### config.mk
export PLATFORM = sky130hd
export DESIGN_NAME = cpu_mem_arbiter_flat
export DESIGN_NICKNAME = d
export VERILOG_FILES = /design/src/rtl/cpu_mem_arbiter_if.sv /design/src/rtl/cpu_mem_arbiter.sv /design/src/flat_wrapper.sv
export SDC_FILE = /design/constraint.sdc
export NUM_CORES = 1
export LEC_CHECK = 0
export BUFFER_PORTS_ARGS = -buffer_cell sky130_fd_sc_hd__buf_2
export CORE_MARGIN = 2
export CORE_UTILIZATION = 28
export DETAILED_ROUTE_END_ITERATION = 8
export GPL_ROUTABILITY_DRIVEN = 1
export PLACE_DENSITY = 0.64
export SYNTH_ARGS = -nofsm -noshare
export SYNTH_HDL_FRONTEND = slang
export SYNTH_SLANG_ARGS = --single-unit
### constraint.sdc
create_clock -name clk -period 4.45 [get_ports clk]
set_input_delay 0.89 -clock clk [delete_from_list [all_inputs] [get_ports clk]]
set_output_delay 0.89 -clock clk [all_outputs]
set_load 0.005 [all_outputs]
### src/rtl/cpu_mem_arbiter_if.sv
// Bundle of requester handshakes and memory port A pins around cpu_mem_arbiter.
// master = arbiter side, slave = requesters/memory side.
interface cpu_mem_arbiter_if #(
  parameter int unsigned ADDR_W = 12,
  parameter int unsigned DATA_W = 8
);
  logic              ld_start;
  logic              ld_done;
  logic              ld_req;
  logic [ADDR_W-1:0] ld_addr;
  logic [DATA_W-1:0] ld_wdata;
  logic              ld_gnt;

  logic              cpu_req;
  logic              cpu_we;
  logic [ADDR_W-1:0] cpu_addr;
  logic [DATA_W-1:0] cpu_wdata;
  logic              cpu_gnt;
  logic              cpu_rvalid;
  logic [DATA_W-1:0] cpu_rdata;
  logic              cpu_hold;

  logic              gpu_req;
  logic [ADDR_W-1:0] gpu_addr;
  logic              gpu_gnt;
  logic              gpu_rvalid;
  logic [DATA_W-1:0] gpu_rdata;

  logic              mem_en;
  logic              mem_write;
  logic [ADDR_W-1:0] mem_addr;
  logic [DATA_W-1:0] mem_wdata;
  logic [DATA_W-1:0] mem_rdata;

  logic              wp_fault;

  modport master (
    input  ld_start, ld_done, ld_req, ld_addr, ld_wdata,
    output ld_gnt,
    input  cpu_req, cpu_we, cpu_addr, cpu_wdata,
    output cpu_gnt, cpu_rvalid, cpu_rdata, cpu_hold,
    input  gpu_req, gpu_addr,
    output gpu_gnt, gpu_rvalid, gpu_rdata,
    output mem_en, mem_write, mem_addr, mem_wdata,
    input  mem_rdata,
    output wp_fault
  );

  modport slave (
    output ld_start, ld_done, ld_req, ld_addr, ld_wdata,
    input  ld_gnt,
    output cpu_req, cpu_we, cpu_addr, cpu_wdata,
    input  cpu_gnt, cpu_rvalid, cpu_rdata, cpu_hold,
    output gpu_req, gpu_addr,
    input  gpu_gnt, gpu_rvalid, gpu_rdata,
    input  mem_en, mem_write, mem_addr, mem_wdata,
    output mem_rdata,
    input  wp_fault
  );
endinterface

### src/rtl/cpu_mem_arbiter.sv
// Port-A arbiter for CHIP-8 memory: RUN mode round-robins CPU/sprite reads, LOAD mode gives the loader the port.
// Optional MEM_WRITE_PROTECT_EN blocks CPU writes below PROT_TOP and flags wp_fault.
module cpu_mem_arbiter #(
  parameter int unsigned           ADDR_W   = 12,
  parameter int unsigned           DATA_W   = 8,
  parameter logic [ADDR_W-1:0]     PROT_TOP = ADDR_W'('h200)
) (
  input  logic          clk,
  input  logic          reset,
  cpu_mem_arbiter_if.master bus
);

`ifdef MEM_WRITE_PROTECT_EN
  localparam logic WP_EN = 1'b1;
`else
  localparam logic WP_EN = 1'b0;
`endif

  typedef enum logic {S_RUN = 1'b0, S_LOAD = 1'b1} state_t;
  typedef enum logic [1:0] {TAG_NONE = 2'd0, TAG_CPU = 2'd1, TAG_GPU = 2'd2} tag_t;

  state_t            r_state, w_state_nxt;
  tag_t              r_tag, w_tag_nxt;
  logic              r_rr_gpu, w_rr_gpu_nxt;
  logic              r_wp_fault, w_wp_fault_nxt;
  logic [DATA_W-1:0] r_cpu_rdata, r_gpu_rdata;

  logic              w_ld_gnt, w_cpu_gnt, w_gpu_gnt;
  logic              w_wp_block;
  logic              w_mem_en, w_mem_write;
  logic [ADDR_W-1:0] w_mem_addr;
  logic [DATA_W-1:0] w_mem_wdata;
  logic              w_cpu_rvalid, w_gpu_rvalid;

  assign w_cpu_rvalid = (r_tag == TAG_CPU);
  assign w_gpu_rvalid = (r_tag == TAG_GPU);

  always_ff @(posedge clk or posedge reset) begin
    if (reset) begin
      r_state <= S_RUN;
    end else begin
      r_state <= w_state_nxt;
    end
  end

  always_ff @(posedge clk or posedge reset) begin
    if (reset) begin
      r_tag       <= TAG_NONE;
      r_rr_gpu    <= 1'b1;
      r_wp_fault  <= 1'b0;
      r_cpu_rdata <= '0;
      r_gpu_rdata <= '0;
    end else begin
      r_tag      <= w_tag_nxt;
      r_rr_gpu   <= w_rr_gpu_nxt;
      r_wp_fault <= w_wp_fault_nxt;
      if (w_cpu_rvalid) r_cpu_rdata <= bus.mem_rdata;
      if (w_gpu_rvalid) r_gpu_rdata <= bus.mem_rdata;
    end
  end

  always_comb begin
    w_state_nxt    = r_state;
    w_ld_gnt       = 1'b0;
    w_cpu_gnt      = 1'b0;
    w_gpu_gnt      = 1'b0;
    w_mem_en       = 1'b0;
    w_mem_write    = 1'b0;
    w_mem_addr     = '0;
    w_mem_wdata    = '0;
    w_tag_nxt      = TAG_NONE;
    w_rr_gpu_nxt   = r_rr_gpu;
    w_wp_fault_nxt = r_wp_fault;

    unique case (r_state)
      S_RUN: begin
        // On a tie the CPU wins only if the sprite engine was served last.
        if (bus.cpu_req && (!bus.gpu_req || r_rr_gpu)) w_cpu_gnt = 1'b1;
        else if (bus.gpu_req)                          w_gpu_gnt = 1'b1;
        if (bus.ld_start) w_state_nxt = S_LOAD;
      end
      S_LOAD: begin
        w_ld_gnt = bus.ld_req;
        if (bus.ld_done) w_state_nxt = S_RUN;
      end
      default: w_state_nxt = S_RUN;
    endcase

    w_wp_block = WP_EN && w_cpu_gnt && bus.cpu_we && (bus.cpu_addr < PROT_TOP);

    if (w_ld_gnt) begin
      w_mem_en    = 1'b1;
      w_mem_write = 1'b1;
      w_mem_addr  = bus.ld_addr;
      w_mem_wdata = bus.ld_wdata;
    end else if (w_cpu_gnt) begin
      w_mem_en    = !w_wp_block;
      w_mem_write = bus.cpu_we && !w_wp_block;
      w_mem_addr  = bus.cpu_addr;
      w_mem_wdata = bus.cpu_wdata;
      w_rr_gpu_nxt = 1'b0;
      if (!bus.cpu_we) w_tag_nxt = TAG_CPU;
    end else if (w_gpu_gnt) begin
      w_mem_en     = 1'b1;
      w_mem_addr   = bus.gpu_addr;
      w_rr_gpu_nxt = 1'b1;
      w_tag_nxt    = TAG_GPU;
    end

    if (w_wp_block)        w_wp_fault_nxt = 1'b1;
    else if (bus.ld_start) w_wp_fault_nxt = 1'b0;
  end

  assign bus.ld_gnt     = w_ld_gnt;
  assign bus.cpu_gnt    = w_cpu_gnt;
  assign bus.gpu_gnt    = w_gpu_gnt;
  assign bus.cpu_hold   = (r_state != S_RUN);
  assign bus.cpu_rvalid = w_cpu_rvalid;
  assign bus.gpu_rvalid = w_gpu_rvalid;
  assign bus.cpu_rdata  = w_cpu_rvalid ? bus.mem_rdata : r_cpu_rdata;
  assign bus.gpu_rdata  = w_gpu_rvalid ? bus.mem_rdata : r_gpu_rdata;
  assign bus.mem_en     = w_mem_en;
  assign bus.mem_write  = w_mem_write;
  assign bus.mem_addr   = w_mem_addr;
  assign bus.mem_wdata  = w_mem_wdata;
  assign bus.wp_fault   = r_wp_fault;

endmodule

### src/flat_wrapper.sv
// flat-port wrapper written by rule: the top's interface ports become plain ports
module cpu_mem_arbiter_flat 
#(
  parameter int unsigned           ADDR_W   = 12,
  parameter int unsigned           DATA_W   = 8,
  parameter logic [ADDR_W-1:0]     PROT_TOP = ADDR_W'('h200)
)
  (clk, reset, bus_ld_start, bus_ld_done, bus_ld_req, bus_ld_addr, bus_ld_wdata, bus_ld_gnt, bus_cpu_req, bus_cpu_we, bus_cpu_addr, bus_cpu_wdata, bus_cpu_gnt, bus_cpu_rvalid, bus_cpu_rdata, bus_cpu_hold, bus_gpu_req, bus_gpu_addr, bus_gpu_gnt, bus_gpu_rvalid, bus_gpu_rdata, bus_mem_en, bus_mem_write, bus_mem_addr, bus_mem_wdata, bus_mem_rdata, bus_wp_fault);
  cpu_mem_arbiter_if #(.ADDR_W(ADDR_W), .DATA_W(DATA_W)) bus_i ();
  input  logic clk;
  input  logic reset;
  input wire logic [$bits(bus_i.ld_start)-1:0] bus_ld_start;
  input wire logic [$bits(bus_i.ld_done)-1:0] bus_ld_done;
  input wire logic [$bits(bus_i.ld_req)-1:0] bus_ld_req;
  input wire logic [$bits(bus_i.ld_addr)-1:0] bus_ld_addr;
  input wire logic [$bits(bus_i.ld_wdata)-1:0] bus_ld_wdata;
  output wire logic [$bits(bus_i.ld_gnt)-1:0] bus_ld_gnt;
  input wire logic [$bits(bus_i.cpu_req)-1:0] bus_cpu_req;
  input wire logic [$bits(bus_i.cpu_we)-1:0] bus_cpu_we;
  input wire logic [$bits(bus_i.cpu_addr)-1:0] bus_cpu_addr;
  input wire logic [$bits(bus_i.cpu_wdata)-1:0] bus_cpu_wdata;
  output wire logic [$bits(bus_i.cpu_gnt)-1:0] bus_cpu_gnt;
  output wire logic [$bits(bus_i.cpu_rvalid)-1:0] bus_cpu_rvalid;
  output wire logic [$bits(bus_i.cpu_rdata)-1:0] bus_cpu_rdata;
  output wire logic [$bits(bus_i.cpu_hold)-1:0] bus_cpu_hold;
  input wire logic [$bits(bus_i.gpu_req)-1:0] bus_gpu_req;
  input wire logic [$bits(bus_i.gpu_addr)-1:0] bus_gpu_addr;
  output wire logic [$bits(bus_i.gpu_gnt)-1:0] bus_gpu_gnt;
  output wire logic [$bits(bus_i.gpu_rvalid)-1:0] bus_gpu_rvalid;
  output wire logic [$bits(bus_i.gpu_rdata)-1:0] bus_gpu_rdata;
  output wire logic [$bits(bus_i.mem_en)-1:0] bus_mem_en;
  output wire logic [$bits(bus_i.mem_write)-1:0] bus_mem_write;
  output wire logic [$bits(bus_i.mem_addr)-1:0] bus_mem_addr;
  output wire logic [$bits(bus_i.mem_wdata)-1:0] bus_mem_wdata;
  input wire logic [$bits(bus_i.mem_rdata)-1:0] bus_mem_rdata;
  output wire logic [$bits(bus_i.wp_fault)-1:0] bus_wp_fault;
  assign bus_i.ld_start = bus_ld_start;
  assign bus_i.ld_done = bus_ld_done;
  assign bus_i.ld_req = bus_ld_req;
  assign bus_i.ld_addr = bus_ld_addr;
  assign bus_i.ld_wdata = bus_ld_wdata;
  assign bus_ld_gnt = bus_i.ld_gnt;
  assign bus_i.cpu_req = bus_cpu_req;
  assign bus_i.cpu_we = bus_cpu_we;
  assign bus_i.cpu_addr = bus_cpu_addr;
  assign bus_i.cpu_wdata = bus_cpu_wdata;
  assign bus_cpu_gnt = bus_i.cpu_gnt;
  assign bus_cpu_rvalid = bus_i.cpu_rvalid;
  assign bus_cpu_rdata = bus_i.cpu_rdata;
  assign bus_cpu_hold = bus_i.cpu_hold;
  assign bus_i.gpu_req = bus_gpu_req;
  assign bus_i.gpu_addr = bus_gpu_addr;
  assign bus_gpu_gnt = bus_i.gpu_gnt;
  assign bus_gpu_rvalid = bus_i.gpu_rvalid;
  assign bus_gpu_rdata = bus_i.gpu_rdata;
  assign bus_mem_en = bus_i.mem_en;
  assign bus_mem_write = bus_i.mem_write;
  assign bus_mem_addr = bus_i.mem_addr;
  assign bus_mem_wdata = bus_i.mem_wdata;
  assign bus_i.mem_rdata = bus_mem_rdata;
  assign bus_wp_fault = bus_i.wp_fault;
  cpu_mem_arbiter #(.ADDR_W(ADDR_W), .DATA_W(DATA_W), .PROT_TOP(PROT_TOP)) u_core (.clk(clk), .reset(reset), .bus(bus_i));
endmodule
==> flow_summary.yaml, run 1 <==
floorplanning:
  rows: 23
  ios: 113
  die_h_um: 67.4
  core_area_um2: 3940
  fp.dieArea_um2: 4540
  die_w_um: 67.4
  start_util: 0.285
setup_path:
  path_class: "primary input to output pin"
  cp_top_family: "compound AO/OA/AOI/OAI gates"
  path_max_fanout: 23
  startpoint: "bus_cpu_req"
  critical_path.cell_chain: "buf_2 > nor2b_1 > a21boi_2 > a221o_1 > buf_2"
  slowest_delay_ns: 0.81
  end_kind: "output pin"
  path_buf_inv: 2
  startpoint_type: "primary input"
  crit_top_cell: "buf_2"
  cp.required_ns: 3.56
  regToRegStartpoint: "u_core.bus.cpu_hold$_DFF_PP0_"
  critical_path.slowest_cell: "a21boi_2"
  cp.arrival_ns: 2.37
cells_and_area:
  drive_gt1_frac: 0.652
  fillCellCount: 383
  diodes: 0
  fin_nets: 273
  syn2layout_area_growth_pct: 54.8
synth:
  netlist_area_um2: 1120
  synth.distinct_cells: 22
  synth-seq-cells: 20
  yosysSeqAreaShare: 0.446
  syn_avg_cell_area_um2: 11.4
  synth_cells: 99
  yosysWarnings: 0
  synth_nets: 167
placed_design:
  dpl_worst_slack_ns: 1.22
  io_buffers: 111
  gp_congestion: 0.703
  dp_hpwl_mm: 2.68
timing:
  period_minus_slack_ns: 3.26
  hold_viol: 0
  tightest_slew_ns: 1.02
  max-slew-margin-rel: 0.319
  skew_ns: 0.00360
  rsz0062_at_grt: "no"
  max_freq_mhz: 306
  finalCritPeriodShare: 0.734
  setup_viol_count_final: 0
  final_max_slew_viol_count: 0
  fin_ws_ns: 1.19
  fin_tns_setup_ns: 0
min_path:
  worstHoldStart: "u_core.r_gpu_rdata[0]$_DFF_PP0_"
  min_path_type: "flop to flop"
clocking:
  cts_resized: 0
  cts_buffers: 3
  cts_hold_buf: 0
  path_clk_slew_ns: 0.07
  clockBufferDepth: 2
  numClockSinks: 20
  cts-root-buf: "clkbuf_8"
  htreeDepth: 1
  cts_tree: "done"
  cts_setup_buffers: 0
  clk_latency_ns: 0.26
detailed_routing:
  dr.pass1.iters: 4
  drt.antenna.violating_nets: 0
  drc_errors: 0
  wl_mm: 3.31
  routedWlPerCell_um: 13.0
  via_per_inst: 4.66
  drt_iter0_drc: 32
  num_vias: 1183
power:
  power.switching_uw: 181
  power_frac_comb: 0.389
  seqPwrFrac: 0.398
  ir_drop_mv: 0.122
  swShare: 0.285
  p_per_area_nw_per_um2: 364
  internal_power_uw: 454
  power.leakage_uw: 0.00100
  clockPowerShare: 0.213
global_routing:
  grt_max_degree: 24
  grt_pass1_wl_mm: 4.75
  antenna_found_initial: 0
  grt_overflow: 0
  track_usage: 0.132
  first_global_vias: 1108
status:
  status: "finished, final reports clean"
flow_run:
  maxCapViolCount: 0
metal layers:
layer / global-route usage / part of all wire / vias up
met5: 0 / 0 / -
li1: - / - / 577
met3: 0.0250 / 0.10 / 2
met2: 0.236 / 0.48 / 73
met4: 0.0383 / 0.0057 / 0
met1: 0.161 / 0.41 / 531
cells in the mapped netlist:
cell type   n  area, um^2
and3_1     12        75.1
buf_4       1        7.51
conb_1      1        3.75
inv_1       4        15.0
nor2b_1     4        25.0
a21boi_2    1        11.3
dfrtp_1    19         475
and2_1      3        18.8
o21ai_0     1        5.00
a221o_1    12         120
buf_2       6        30.0
a22o_1      8        70.1
dfstp_2     1        26.3
mux2i_1     1        10.0
clkbuf_1    2        7.51
mux2_2     16         180
buf_6       1        11.3
a21o_1      1        7.51
nor2_1      1        3.75
nand2_1     2        7.51
o21bai_1    1        7.51
nand2b_1    1        6.26
stage by stage:
stage	instance area, um^2	power [uW]	std cells	hold WS (ns)	utilization
global placement	1690	501	250	0.474	0.428
finish	1740	634	254	0.497	0.442
detailed placement	1690	507	250	0.482	0.428
floorplan	1120	386	99	0.485	-
CTS	1740	644	254	0.499	0.442
global route	1740	683	254	0.511	0.442
cell type report:
class / instances / area [um^2] / area share
clock buffers: 4 / 55.1 / 0.0316
inverters: 4 / 15.0 / 0.00862
multi-input cells: 65 / 552 / 0.317
flip-flops and latches: 20 / 502 / 0.288
well taps: 50 / 62.6 / 0.0359
repair buffers: 111 / 556 / 0.319
final timing paths:
kind / cells after the start / slack [ns] / end
worst max-delay path: 5 / 1.19 / bus_mem_addr[5]
worst min-delay path: 1 / 0.50 / u_core.r_gpu_rdata[0]$_DFF_PP0_
worst max register to register: 3 / 2.74 / u_core.r_tag[0]$_DFF_PP0_
worst min register to register: 1 / 0.50 / u_core.r_gpu_rdata[0]$_DFF_PP0_
max in group asynchronous: 2 / 3.23 / u_core.r_cpu_rdata[6]$_DFF_PP0_
min in group asynchronous: 2 / 0.76 / u_core.r_gpu_rdata[4]$_DFF_PP0_
registers in the layout, indices dropped and copies added, names as in the netlist:
signal	count
u_core.bus.cpu_hold	1
u_core.r_tag	2
u_core.r_rr_gpu	1
u_core.r_cpu_rdata	8
u_core.r_gpu_rdata	8
worst reg2reg max path, delay by kind of cell, from the launching register on:
kind / cells / cell delay [ns]
AO/OA/AOI/OAI: 1 / 0.81
flip-flops: 1 / 0.45
AND/OR/NAND/NOR: 2 / 0.38
power groups by stage:
| stage | Clock [uW] | Sequential (uW) | Combinational, uW |
|---|---|---|---|
| final | 135 | 253 | 247 |
| after global placement | 0 | 254 | 247 |
| after CTS | 140 | 253 | 251 |
| after floorplan | 0 | 251 | 135 |
| after global routing | 147 | 259 | 277 |
| after detailed placement | 0 | 257 | 250 |
layout by cell type (no fill, tap or decap), types with 2 or more instances in the layout:
cell type	Yosys	layout
a221o_1	12	12
a22o_1	8	8
and2_1	3	3
and3_1	12	12
buf_2	6	111
clkbuf_8	0	4
dfrtp_1	19	19
inv_1	4	4
mux2_2	16	16
nand2_1	2	2
nor2b_1	4	4
kinds of logic after synthesis:
| kind of cell | count (synthesis) | share of synthesized area |
|---|---|---|
| AOI/OAI and AO/OA | 24 | 0.197 |
| buffers and inverters | 14 | 0.0634 |
| DFF | 20 | 0.446 |
| muxes | 17 | 0.169 |
| other | 1 | 0.00333 |
| and+or+nand+nor | 23 | 0.121 |
(Power assumes the default switching activity.)
==> run 2, diff against run 1 <==
--- a/config.mk
+++ b/config.mk
@@ -10,7 +10,7 @@
 export CORE_UTILIZATION = 28
 export DETAILED_ROUTE_END_ITERATION = 8
 export GPL_ROUTABILITY_DRIVEN = 1
-export PLACE_DENSITY = 0.64
+export PLACE_DENSITY = 0.66
 export SYNTH_ARGS = -nofsm -noshare
 export SYNTH_HDL_FRONTEND = slang
 export SYNTH_SLANG_ARGS = --single-unit
==> constraint.sdc (replaced) <==
create_clock -name clk -period 2.66 [get_ports clk]
set_input_delay 0.532 -clock clk [delete_from_list [all_inputs] [get_ports clk]]
set_output_delay 0.532 -clock clk [all_outputs]
set_load 0.005 [all_outputs]
==> run 2 against run 1 <==
Net effect:
- combinational power up 68%
- non-clock buffer count grew 2
- final cell count rose by 0.79%
- register-to-register slack worse by 1.4 ns
- utilization up 0.38 points
- die area unchanged
- via count rose by 3.5%
- setup slack worse by 0.86 ns
- global-route usage fell by 0.28 points
- sequential share of layout area shrank 0.25 points
- critical path depth fell by 1
- count of clock-buffer cells in the layout unchanged
- critical path type is now flop to output pin
- largest power group unchanged
- highest routed layer is now met3
==> flow_summary.yaml, run 2 (synthesis results as in run 1) <==
timing:
  finalCritPeriodShare: 0.877
  max-slew-margin-rel: 0.463
  hold_viol: 0
  setup_viol_count_final: 0
  max_freq_mhz: 429
  skew_ns: 0.00407
  period_minus_slack_ns: 2.33
  tightest_slew_ns: 0.805
  rsz0062_at_grt: "no"
  fin_tns_setup_ns: 0
  final_max_slew_viol_count: 0
  whs_ns: 0.396
cells_and_area:
  layout_commonest_cell: "buf_2"
  diodes: 0
  fin_nets: 275
  syn2layout_area_growth_pct: 56.2
  final_cell_mix: "111 x buf_2, 19 x dfrtp_1, 16 x mux2_2"
  top_regs: "u_core.r_cpu_rdata (8), u_core.r_gpu_rdata (8), u_core.r_tag (2)"
  fillCellCount: 380
  fin_area_um2: 1760
  drive_gt1_frac: 0.655
  fin_util: 0.446
  fin_cells: 256
flow_run:
  maxCapViolCount: 0
placed_design:
  placed_cells: 252
  gp_congestion: 0.721
  place_area_um2: 1700
  io_buffers: 111
  dp_hpwl_mm: 2.75
min_path:
  min_path_type: "primary input to async pin"
clocking:
  cts_buffers: 3
  cts_tree: "done"
  numClockSinks: 20
  cts-root-buf: "clkbuf_8"
  cts_setup_buffers: 0
  htreeDepth: 1
  cts_resized: 0
  path_clk_slew_ns: 0.07
  clockBufferDepth: 2
  cts_hold_buf: 0
  clk_latency_ns: 0.25
detailed_routing:
  drt_iter0_drc: 74
  num_vias: 1224
  dr_wl_met2_mm: 1.70
  via_per_inst: 4.78
  dr.pass1.iters: 4
  wl_mm: 3.28
  routedWlPerCell_um: 12.8
  wl_met3_um: 257
  wl_met1_mm: 1.32
  drc_errors: 0
  highest_layer: "met3"
  drt.antenna.violating_nets: 0
setup_path:
  startpoint_type: "flop"
  path_class: "flop to output pin"
  end_kind: "output pin"
  cp.required_ns: 2.13
  path_max_fanout: 15
  slowest_delay_ns: 0.60
  critical_path.slowest_cell: "nor2b_1"
  critical_path.cell_chain: "nor2b_1 > and3_1 > a221o_1 > buf_2"
  cp.arrival_ns: 1.80
global_routing:
  grt_overflow: 0
  grt_max_degree: 24
  first_global_vias: 1121
  grt_pass1_wl_mm: 4.60
  antenna_found_initial: 0
  track_usage: 0.130
power:
  seqPwrFrac: 0.400
  swShare: 0.280
  internal_power_uw: 762
  clockPowerShare: 0.208
  power.switching_uw: 296
  ir_drop_mv: 0.189
  p_per_area_nw_per_um2: 602
  power_frac_comb: 0.392
  power.leakage_uw: 0.00101
floorplanning:
  die_h_um: 67.4
  die_w_um: 67.4
  core_area_um2: 3940
  rows: 23
  ios: 113
  start_util: 0.285
  fp.dieArea_um2: 4540
status:
  status: "finished, final reports clean"
-- run 2: critical path, delay by kind of cell, from the launching register on --
| family | cells | cell delay, ns |
|---|---|---|
| DFF | 1 | 0.45 |
| buffers and inverters | 1 | 0.11 |
| and+or+nand+nor | 2 | 0.87 |
| AOI/OAI and AO/OA | 1 | 0.12 |
-- run 2: power groups by stage --
stage          logic [uW]  clock network, uW  registers, uW
2_1_floorplan         225                  0            420
3_3_place_gp          415                  0            423
3_5_place_dp          423                  0            429
4_1_cts               423                229            424
5_1_grt               465                241            432
6_report              414                220            423
-- run 2: metrics by stage --
stage | worst slack, ns | power, uW
after floorplan | 0.826 | 645
after global placement | 0.437 | 839
after detailed placement | 0.412 | 852
after CTS | 0.328 | 1080
after global routing | 0.152 | 1140
final | 0.328 | 1060
-- run 2: cell type report --
cell class                      count  area, um^2  area share
Clock buffer                        4        55.1      0.0313
Multi-Input combinational cell     65         552       0.314
Timing Repair Buffer              113         571       0.325
Sequential cell                    20         502       0.286
Inverter                            4        15.0     0.00855
Tap cell                           50        62.6      0.0356
-- run 2: layer usage --
metal / global-route usage / vias to the layer above
met5: 0 / -
met1: 0.150 / 570
met2: 0.249 / 69
li1: - / 585
met3: 0.0233 / 0
met4: 0.0230 / 0
-- run 2: final timing paths --
kind / startpoint / to / slack [ns] / cells past startpoint
setup / recovery: u_core.bus.cpu_hold$_DFF_PP0_ / bus_mem_addr[3] / 0.33 / 4
hold / removal: reset / u_core.r_gpu_rdata[7]$_DFF_PP0_ / 0.40 / 2
setup reg to reg: u_core.bus.cpu_hold$_DFF_PP0_ / u_core.r_tag[1]$_DFF_PP0_ / 1.31 / 2
hold reg to reg: u_core.r_gpu_rdata[6]$_DFF_PP0_ / u_core.r_gpu_rdata[6]$_DFF_PP0_ / 0.49 / 1
max in group asynchronous: reset / u_core.r_cpu_rdata[7]$_DFF_PP0_ / 1.81 / 2
min in group clk: bus_cpu_we / u_core.r_tag[0]$_DFF_PP0_ / 0.44 / 2
==> run 3, diff against run 2 <==
==> constraint.sdc (replaced) <==
create_clock -name clk -period 2.66 [get_ports clk]
set_input_delay 0.133 -clock clk [delete_from_list [all_inputs] [get_ports clk]]
set_output_delay 0.133 -clock clk [all_outputs]
set_load 0.005 [all_outputs]
==> run 3 against run 2 <==
Net effect:
- the flow now finishes with violations (hold timing)
- flip-flop and latch count unchanged
- register-to-register slack about the same
- clock skew about the same
- total power down 0.63%
- via count down 2.6%
- design area unchanged
- critical path depth up 1
- clock power about the same
- non-clock buffer count unchanged
- first-iteration DRC count down 88%
- critical path type unchanged
- critical endpoint unchanged
- largest power group unchanged
- highest routed layer unchanged
==> flow_summary.yaml, run 3 (synthesis results as in run 1) <==
global_routing:
  antenna_found_initial: 0
  track_usage: 0.124
  grt_pass1_wl_mm: 4.53
  first_global_vias: 1082
  grt_overflow: 0
  grt_max_degree: 24
power:
  power_frac_comb: 0.391
  power.leakage_uw: 0.00101
  internal_power_uw: 761
  power.switching_uw: 289
  swShare: 0.275
  clockPowerShare: 0.207
  ir_drop_mv: 0.216
  p_per_area_nw_per_um2: 598
  seqPwrFrac: 0.402
min_path:
  min_path_type: "primary input to async pin"
cells_and_area:
  fin_nets: 275
  drive_gt1_frac: 0.655
  layout_commonest_cell: "buf_2"
  top_regs: "u_core.r_cpu_rdata (8), u_core.r_gpu_rdata (8), u_core.r_tag (2)"
  final_cell_mix: "111 x buf_2, 19 x dfrtp_1, 16 x mux2_2"
  regArea_um2: 502
  syn2layout_area_growth_pct: 56.2
  multi_input_area_um2: 552
  fillCellCount: 385
  diodes: 0
floorplanning:
  rows: 23
  ios: 113
  die_w_um: 67.4
  fp.dieArea_um2: 4540
  die_h_um: 67.4
  core_area_um2: 3940
  start_util: 0.285
placed_design:
  io_buffers: 111
  dp_hpwl_mm: 2.65
  gp_congestion: 0.748
setup_path:
  path_class: "flop to output pin"
  startpoint: "u_core.bus.cpu_hold$_DFF_PP0_"
  startpoint_type: "flop"
  r2r_end: "u_core.r_tag[1]$_DFF_PP0_"
  regToRegStartpoint: "u_core.bus.cpu_hold$_DFF_PP0_"
  rr_worst_depth: 2
  r2r_setup_slack_ns: 1.32
  end_kind: "output pin"
  cp.arrival_ns: 1.86
  cp.required_ns: 2.53
  path_max_fanout: 13
  cp-endpoint: "bus_mem_addr[3]"
detailed_routing:
  via_per_inst: 4.66
  num_vias: 1192
  routedWlPerCell_um: 12.2
  dr.pass1.iters: 4
  wl_mm: 3.11
  drt.antenna.violating_nets: 0
  drt_iter0_drc: 9
  drc_errors: 0
timing:
  max-slew-margin-rel: 0.475
  whs_ns: -0.00871
  fin_tns_setup_ns: 0
  hold_viol: 19
  final_max_slew_viol_count: 0
  max_freq_mhz: 502
  finalCritPeriodShare: 0.749
  skew_ns: 0.00450
  rsz0062_at_grt: "no"
  period_minus_slack_ns: 1.99
  tightest_slew_ns: 0.788
  setup_viol_count_final: 0
status:
  status: "finished, violations left"
  violations: "hold timing"
clocking:
  cts-root-buf: "clkbuf_8"
  cts_tree: "done"
  htreeDepth: 1
  cts_resized: 0
  clk_latency_ns: 0.25
  cts_setup_buffers: 0
  numClockSinks: 20
  cts_hold_buf: 0
  path_clk_slew_ns: 0.07
  clockBufferDepth: 2
  cts_buffers: 3
flow_run:
  maxCapViolCount: 0
## run 3: cell counts in the layout (fill, tap and decap cells not counted)
Identical to the previous run, type by type.
## run 3: metrics by stage
step / worst slack, ns / util / total power, uW / instances / area (um^2)
after global routing: 0.550 / 0.446 / 1120 / 256 / 1760
after floorplan: 1.35 / - / 645 / 99 / 1120
after CTS: 0.684 / 0.446 / 1070 / 256 / 1760
final: 0.667 / 0.446 / 1050 / 256 / 1760
after detailed placement: 0.972 / 0.432 / 846 / 252 / 1700
after global placement: 0.990 / 0.432 / 838 / 252 / 1700
## run 3: area by class of cell
class / count / share of cell area
Sequential cell: 20 / 0.286
Timing Repair Buffer: 113 / 0.325
Tap cell: 50 / 0.0356
Clock buffer: 4 / 0.0313
Multi-Input combinational cell: 65 / 0.314
Inverter: 4 / 0.00855
## run 3: how the worst min path moves through the flow
stage / startpoint / to / slack, ns / cells past startpoint
6_report: reset / u_core.r_cpu_rdata[7]$_DFF_PP0_ / -0.009 / 2
3_3_place_gp: bus_cpu_we / u_core.r_tag[0]$_DFF_PP0_ / 0.30 / 2
4_1_cts: reset / u_core.r_cpu_rdata[3]$_DFF_PP0_ / 0.03 / 2
2_1_floorplan: reset / u_core.bus.cpu_hold$_DFF_PP0_ / 0.1 / 1
5_1_grt: bus_cpu_we / u_core.r_tag[0]$_DFF_PP0_ / 0.05 / 2
3_5_place_dp: reset / u_core.r_cpu_rdata[5]$_DFF_PP0_ / 0.30 / 2
## run 3: worst max-delay path, stage by stage, from the launching register on
cell and delay [ns]:
dfrtp_1 0.45, nor2b_1 0.15, a21boi_2 0.43, buf_4 0.28
a221o_1 0.18, buf_2 0.11
## run 3: metal layers
metal / vias to the layer above / routed length, um / GRT usage
met5: - / 0 / 0
met4: 0 / 0 / 0.0153
met3: 0 / 296 / 0.0217
met2: 69 / 1560 / 0.236
met1: 539 / 1250 / 0.148
li1: 584 / - / -
## run 3: power groups by stage
stage,clock network [uW],logic [uW],registers [uW]
detailed placement,0,418,428
global placement,0,416,422
CTS,225,419,422
floorplan,0,225,420
global route,232,459,432
finish,217,411,423
